**src/rtl/atto_pkg.sv**
```systemverilog
// Definitions shared by the router input queue, arbiter and crossbar:
// flit field widths, request-bundle bit positions and crossbar mux codes.
package atto_pkg;

    localparam int DEF_DATA_WIDTH = 32;
    localparam int DEF_X_WIDTH    = 3;
    localparam int DEF_Y_WIDTH    = 3;

    localparam int HIT_X = 2;
    localparam int HIT_Y = 1;
    localparam int REQ   = 0;

    localparam logic [1:0] MUX_WEST  = 2'd0;
    localparam logic [1:0] MUX_SOUTH = 2'd1;
    localparam logic [1:0] MUX_EJECT = 2'd2;
    localparam logic [1:0] MUX_NONE  = 2'd3;

    function automatic int flit_width(input int xw, input int yw, input int dw);
        return xw + yw + dw;
    endfunction

endpackage

```
**src/rtl/fifo_regfile.sv**
```systemverilog
// Flit storage: one synchronous write port, one asynchronous read port.
// The array has no reset; validity is tracked by the owner's pointers.
module fifo_regfile #(
    parameter int DEPTH = 4,
    parameter int WIDTH = 38
) (
    input  logic                     clk,
    input  logic                     i_we,
    input  logic [$clog2(DEPTH)-1:0] i_waddr,
    input  logic [WIDTH-1:0]         i_wdata,
    input  logic [$clog2(DEPTH)-1:0] i_raddr,
    output logic [WIDTH-1:0]         o_rdata
);

    logic [WIDTH-1:0] r_mem [DEPTH];

    always_ff @(posedge clk) begin
        if (i_we) begin
            r_mem[i_waddr] <= i_wdata;
        end
    end

    assign o_rdata = r_mem[i_raddr];

endmodule

```
**src/rtl/input_queue.sv**
```systemverilog
// Router input port: flit FIFO, head-flit route decode into the arbiter
// request bundle, registered credit return and a sticky overflow flag.
module input_queue
    import atto_pkg::*;
#(
    parameter int DATA_WIDTH = DEF_DATA_WIDTH,
    parameter int X_WIDTH    = DEF_X_WIDTH,
    parameter int Y_WIDTH    = DEF_Y_WIDTH,
    parameter int DEPTH      = 4,
    parameter int X_LOCAL    = 0,
    parameter int Y_LOCAL    = 0,
    localparam int FW        = flit_width(X_WIDTH, Y_WIDTH, DATA_WIDTH),
    localparam int AW        = $clog2(DEPTH)
) (
    input  logic          clk,
    input  logic          reset,
    input  logic          in_valid,
    input  logic [FW-1:0] in_flit,
    output logic          credit_out,
    input  logic          grant,
    output logic [2:0]    request_bundle,
    output logic [FW-1:0] head_flit,
    output logic [AW:0]   occupancy,
    output logic          overflow
);

    logic [AW:0]   r_wr_ptr;
    logic [AW:0]   r_rd_ptr;
    logic          r_credit;
    logic          r_overflow;
    logic          w_empty;
    logic          w_full;
    logic          w_pop;
    logic          w_push;
    logic          w_drop;
    logic [FW-1:0] w_rdata;
    logic [FW-1:0] w_head;

    assign w_empty = (r_wr_ptr == r_rd_ptr);
    assign w_full  = (r_wr_ptr[AW] != r_rd_ptr[AW]) &&
                     (r_wr_ptr[AW-1:0] == r_rd_ptr[AW-1:0]);
    assign w_pop   = grant && !w_empty;
    // A pop frees the head slot this edge, so a full queue can still accept.
    assign w_push  = in_valid && (!w_full || w_pop);
    assign w_drop  = in_valid && w_full && !w_pop;

    fifo_regfile #(
        .DEPTH (DEPTH),
        .WIDTH (FW)
    ) u_regfile (
        .clk     (clk),
        .i_we    (w_push),
        .i_waddr (r_wr_ptr[AW-1:0]),
        .i_wdata (in_flit),
        .i_raddr (r_rd_ptr[AW-1:0]),
        .o_rdata (w_rdata)
    );

    always_ff @(posedge clk or negedge reset) begin
        if (!reset) begin
            r_wr_ptr   <= '0;
            r_rd_ptr   <= '0;
            r_credit   <= 1'b0;
            r_overflow <= 1'b0;
        end else begin
            if (w_push) r_wr_ptr <= r_wr_ptr + 1'b1;
            if (w_pop)  r_rd_ptr <= r_rd_ptr + 1'b1;
            r_credit   <= w_pop;
            r_overflow <= r_overflow | w_drop;
        end
    end

    assign w_head = w_empty ? '0 : w_rdata;

    always_comb begin
        request_bundle        = '0;
        request_bundle[REQ]   = !w_empty;
        request_bundle[HIT_X] = !w_empty &&
            (w_head[FW-1 -: X_WIDTH] == X_WIDTH'(X_LOCAL));
        request_bundle[HIT_Y] = !w_empty &&
            (w_head[FW-X_WIDTH-1 -: Y_WIDTH] == Y_WIDTH'(Y_LOCAL));
    end

    assign head_flit  = w_head;
    assign occupancy  = r_wr_ptr - r_rd_ptr;
    assign credit_out = r_credit;
    assign overflow   = r_overflow;

endmodule

```
**config.mk**
```make
export PLATFORM = sky130hd
export DESIGN_NAME = input_queue
export DESIGN_NICKNAME = d
export VERILOG_FILES = /design/src/rtl/atto_pkg.sv /design/src/rtl/fifo_regfile.sv /design/src/rtl/input_queue.sv
export SDC_FILE = /design/constraint.sdc
export NUM_CORES = 1
export LEC_CHECK = 0
export BUFFER_PORTS_ARGS = -buffer_cell sky130_fd_sc_hd__buf_2
export CAP_MARGIN = 10
export CORE_UTILIZATION = 50
export DETAILED_ROUTE_END_ITERATION = 10
export PLACE_DENSITY = 0.76
export SLEW_MARGIN = 20
export SYNTH_ARGS = -nofsm -noshare
export SYNTH_HDL_FRONTEND = slang
export SYNTH_SLANG_ARGS = --single-unit
```
**constraint.sdc**
```tcl
create_clock -name clk -period 2.9 [get_ports clk]
set_input_delay 0.29 -clock clk [delete_from_list [all_inputs] [get_ports clk]]
set_output_delay 0.29 -clock clk [all_outputs]
set_load 0.01 [all_outputs]
```
==> Word-level counts from Yosys, hierarchy flattened <==
Memory sizes are Yosys's and may differ from the RTL's.
Index checks and enable logic that the tools add are counted.
{ "totals": {"register_bits": 8, "ram_bits": 152, "in_bits": 42, "out_inout_bits": 46, "wordCells": 28, "memories": 1} }
{ "op_classes": {"addsub": 3, "n_eq_ne": 3, "muxes": 3, "n_bitwise": 1, "n_reduce_logical": 13} }
{ "mem_list": {"columns": ["name", "depth", "word_bits", "read_ports", "rd_ports_with_merged_regs", "wr", "line_no", "source"], "rows": [
  ["u_regfile.r_mem", 4, 38, 1, 0, 1, "fifo_regfile.sv:15", "logic [WIDTH-1:0] r_mem [DEPTH];"]
]} }
{ "op_table": {"columns": ["op", "count"], "rows": [
  ["two-way mux 38 bit", 1],
  ["logical AND 1 bit", 7],
  ["adder 3 x 1 -> 3 bit, second input constant", 2],
  ["logical NOT 3 bit", 2],
  ["equality test 3 bit", 1],
  ["logical NOT 1 bit", 3],
  ["subtractor 3 bit", 1],
  ["equality test 2 bit", 1],
  ["two-way mux 1 bit", 2],
  ["logical OR 1 bit", 1],
  ["inequality test 1 bit", 1],
  ["OR 1 bit", 1]
]} }

==> Longest topological paths before layout <==
{ "depth": {"depth_word": 7, "ltp_mapped": 7, "ltp_nobuf": 5} }

==> Hierarchy <==
A second synthesis with hierarchy kept.
{ "unflattened": {"cells_unflattened": 288, "hier_area_um2": 6279.8} }
{ "modules_own_cells": {"columns": ["module", "instances", "cells_each", "area_per_inst_um2", "seq_area_each_um2"], "rows": [
  ["fifo_regfile", 1, 202, 5529.1, 4564.4],
  ["input_queue", 1, 86, 750.7, 200.2]
]} }

==> Worst setup path after synthesis <==
Ideal clock, no wire load.
{ "synth_timing": {"path_type": "reg-to-reg", "startpoint": "register r_rd_ptr[1]", "endpoint": "memory u_regfile.r_mem[0][0] (enable)", "setup_time_ns": 0.399, "arrival_ns": 2.400, "t_required_ns": 2.501, "setup_slack_ns": 0.101, "stages_incl_launch_ff": 7, "n_path_buf": 1, "period_less_slack_ns": 2.799, "path_cell_list": "dfrtp_1 buf_1 inv_1 ha_1 nand2_1 o31a_1 and2_1"} }
{ "synth_via": {"elab_chain_cells": 7, "word_cells_on_any_way": 10, "classes_between": "2 x eq/ne; 2 x mux; 6 x reduce/logical"} }
{ "synth_lines": {"columns": ["item", "line_no", "source"], "rows": [
  ["from (decl)", "input_queue.sv:28", "logic [AW:0] r_rd_ptr;"],
  ["from (signal assigned)", "input_queue.sv:67", "if (w_pop) r_rd_ptr <= r_rd_ptr + 1'b1;"],
  ["equality test 3 bit / equality test 2 bit (equally long branches)", "input_queue.sv:39, input_queue.sv:41", null],
  ["logical NOT 1 bit / logical AND 1 bit (equally long branches)", "input_queue.sv:42, input_queue.sv:40", null],
  ["logical AND 1 bit / logical NOT 1 bit (equally long branches)", "input_queue.sv:42, input_queue.sv:44", null],
  ["logical OR 1 bit (*)", "input_queue.sv:44", "assign w_push = in_valid && (!w_full || w_pop);"],
  ["logical AND 1 bit (*)", "input_queue.sv:44", null],
  ["two-way mux 1 bit (*)", "fifo_regfile.sv:18", "if (i_we) begin"],
  ["two-way mux 1 bit (not written as such) (*)", "fifo_regfile.sv:19", "r_mem[i_waddr] <= i_wdata;"],
  ["to (decl)", "fifo_regfile.sv:15", null]
]} }
Mark *: on every way between the ends. The rest lies on a longest branch, timed or not.

==> Worst setup path after layout <==
{ "layout_timing": {"startpoint": "register r_wr_ptr[0]", "endpoint": "output head_flit[23]"} }
{ "layout_via": {"elab_chain_cells": 2} }
{ "layout_lines": {"columns": ["item", "line_no", "source"], "rows": [
  ["from (decl)", "input_queue.sv:27", "logic [AW:0] r_wr_ptr;"],
  ["from (signal assigned)", "input_queue.sv:66", "if (w_push) r_wr_ptr <= r_wr_ptr + 1'b1;"],
  ["equality test 3 bit", "input_queue.sv:39", "assign w_empty = (r_wr_ptr == r_rd_ptr);"],
  ["two-way mux 38 bit", "input_queue.sv:73", "assign w_head = w_empty ? '0 : w_rdata;"],
  ["to (decl)", "input_queue.sv:22", "output logic [FW-1:0] head_flit,"]
]} }
Every way passes these cells.

==> results by group <==
Status
  – Status: completed

Floorplan
  – Die height: about 110 microns
  – Num rows: 40
  – Die area: approximately 13000 sq um
  – I/O pins: 88
  – Initial Util: 0.517
  – Die X: about 110 microns
  – Core Region: 12100 sq um

Setup path
  – Slowest cell on crit path: nor2_4
  – CP top delay family: simple AND/OR/NAND/NOR gates
  – Cell breakdown of the critical path: inv_1, ha_1, nand2_1, nor2_4, buf_4, nor2b_1, buf_2
  – Critical Path RT: between 2 and 3 ns
  – CP Buf/Inv Count: 3
  – Worst Setup End Kind: output pin
  – Crit path DAT: ~2.4 ns
  – Type of the worst setup path: reg2out
  – Type of origin of the critical path: register
  – Critical Path Max Stage Delay: roughly 0.44 ns
  – Worst-path fanout max: 17

Drt
  – Wirelength, routed: roughly 11000 microns
  – Via/cell ratio: 5.31
  – Drt drc: 0
  – Avg WL per Cell: 18.7 microns
  – Antenna Nets Post-Route: 0
  – DRT Pass-1 Iters: 4
  – Routed via count: 3035
  – Iteration-0 DRC Markers: about 170

Min path
  – Worst hold path type: in2reg

Clocking
  – Inserted Clock Buffers: 17
  – H-tree lvl count: 4
  – TritonCTS clock tree: done
  – Post_cts resized: 0
  – Clk sink count: 160
  – Clock slew at reported path FFs: roughly 0.07 ns
  – Worst skew pair latency: 0.43 ns
  – Root buf cell: clkbuf_16
  – CTS Buffer Depth: 2

Cells and area
  – Fraction of layout cells with a size suffix above 1: 0.443
  – Final Cell Area: 7540 sq um
  – Reg area: ~4800 sq um
  – Fillers: roughly 840
  – Final Net Count: between 400 and 500
  – Area grow syn2layout: 20.9%
  – Footprint of the multi-input gates: 1400 sq um
  – # diodes: 0

STA
  – Final setup fails: 0
  – Tmin final: 2.64 ns
  – Final Max Slew Viols: 0
  – Final period utilization: 0.912
  – Fmax: about 380 MHz
  – Unrepaired setup endpoints after global routing: no
  – Slew margin rel.: 0.591
  – Final WS setup: around 0.26 ns
  – Setup TNS Final: 0 ns
  – Hold Vio Cnt, Final: 0
  – Hold Slack: around 0.075 ns
  – Layout Skew: roughly 0.0067 ns
  – Least-Margin Pin Slew: slightly above 0.6 ns

Logic synthesis
  – Synth Area in Adders: 0.0173
  – Yosys reg bits: 160
  – Register area share after synthesis: 0.764
  – Synth Area in XOR/XNOR: 0.00983
  – Synth async-reset ratio: 0.0500
  – Synth Area in Compound Gates: 0.00622
  – Syn nets: 335
  – Dominant synthesized flop cell: edfxtp_1
  – Synthesized instance count: approximately 290
  – Avg Inst Size Synth: 21.9 sq um
  – EDFF count, synth: 152
  – Largest family of logic cells by synthesized area: multiplexers
  – Top post-synthesis cells by area: edfxtp_1, mux4_2, nor2b_1
  – Post-synthesis simple-gate area fraction: 0.0472
  – Top-area cell type share of the netlist area: 0.732
  – Synth Warn #: 0
  – Cell area after synthesis: 6240 sq um
  – Synth area leader: edfxtp_1
  – Cell variety after synth: 26
  – Mux contribution to synthesized area: 0.141

Power
  – Peak VDD IR: ~0.00074 V
  – Pwr Density: 1140 nW/um^2
  – Leakage power: 0.00268 uW

GRT
  – Global route total overflow: 0
  – First-pass GRT wire length: 16800 microns
  – Pin count of the biggest net entering global routing: 42
  – Vias in the first global route: 3129
  – GRT Overall Usage: 0.185
  – Initial antenna violation count: 1

Run
  – Max Cap Viol: 0

Placed design
  – Post-DP HPWL: 6390 microns
  – Area after DPL: a little under 7000 sq um
  – GPL Wtd Cong: about 0.74
  – Pre-CTS WS: 0.633 ns
  – IO Port Bufs: 87
==> where the power goes <==
| group | internal, uW | leakage [uW] | switching [uW] |
|---|---|---|---|
| combinational | 1480 | 0.000925 | 1740 |
| clock | 1200 | 0.000269 | 929 |
| sequential | 3080 | 0.00148 | 128 |
==> kinds of logic (layout without fill, tap and decap cells) <==
| kind of cell | Yosys count | after routing |
|---|---|---|
| flops | 160 | 160 |
| fa+ha+maj | 8 | 8 |
| mux | 40 | 40 |
| compound gates | 5 | 5 |
| simple gates | 46 | 46 |
| buf+inv | 19 | 138 |
| xor+xnor | 7 | 7 |
==> final timing paths <==
check	startpoint	to	slack (ns)	cells past startpoint
setup / recovery	r_wr_ptr[0]$_DFFE_PN0P_	head_flit[23]	0.26	7
hold / removal	in_flit[13]	u_regfile.r_mem[2][13]$_DFFE_PP_	0.07	1
setup reg to reg	r_wr_ptr[0]$_DFFE_PN0P_	u_regfile.r_mem[0][33]$_DFFE_PP_	0.64	6
hold reg to reg	overflow$_DFF_PN0_	overflow$_DFF_PN0_	0.45	1
max in group asynchronous	reset	r_rd_ptr[1]$_DFFE_PN0N_	2.48	2
min in group asynchronous	reset	r_wr_ptr[0]$_DFFE_PN0P_	0.23	2
==> metrics by stage <==
stage	cells	utilization	total power [uW]
global placement	539	0.577	6480
detailed placement	539	0.577	6540
finish	572	0.625	8560
floorplan	285	-	5330
global route	572	0.625	9050
CTS	572	0.625	8680
==> layer usage <==
metal | part of all wire | global-route usage
met1 | 0.42 | 0.225
met5 | 0.0012 | 0
met2 | 0.50 | 0.294
met3 | 0.060 | 0.0670
met4 | 0.017 | 0.0895
==> state kept, by name, summed over array words and instances, names as in the netlist <==
name             count
overflow             1
r_rd_ptr             3
u_regfile.r_mem    152
credit_out           1
r_wr_ptr             3
==> cell usage after synthesis (2+ instances only) <==
cell type	count
and2_1	3
buf_1	3
buf_2	4
clkbuf_1	3
dfrtp_1	8
edfxtp_1	152
ha_1	7
inv_1	7
mux4_2	38
nor2b_1	38
nor4_2	2
xnor2_1	5
xor2_1	2
==> area by class of cell <==
| class | count | area share |
|---|---|---|
| well taps | 168 | 0.0279 |
| clock inverters | 15 | 0.0196 |
| inverters | 7 | 0.00349 |
| repair buffers | 99 | 0.0750 |
| clock buffers | 17 | 0.0564 |
| flip-flops and latches | 160 | 0.632 |
| multi-input cells | 106 | 0.185 |
==> cells in the final DEF (no fill, tap or decap), types with 4 or more instances in the layout <==
master and count:
buf_2 87, clkbuf_16 17, xnor2_1 5, ha_1 7, clkinvlp_4 4, inv_1 7
nor2b_1 38, edfxtp_1 152, buf_4 8, mux4_2 38, dfrtp_1 6, inv_6 8
==> timing repair <==
action,CTS,global route
buffers inserted,0,0
hold endpoints to repair,8,0
setup endpoints to repair,0,0
hold buffers,1,0
No activity file was read; power rests on OpenSTA's default activity.
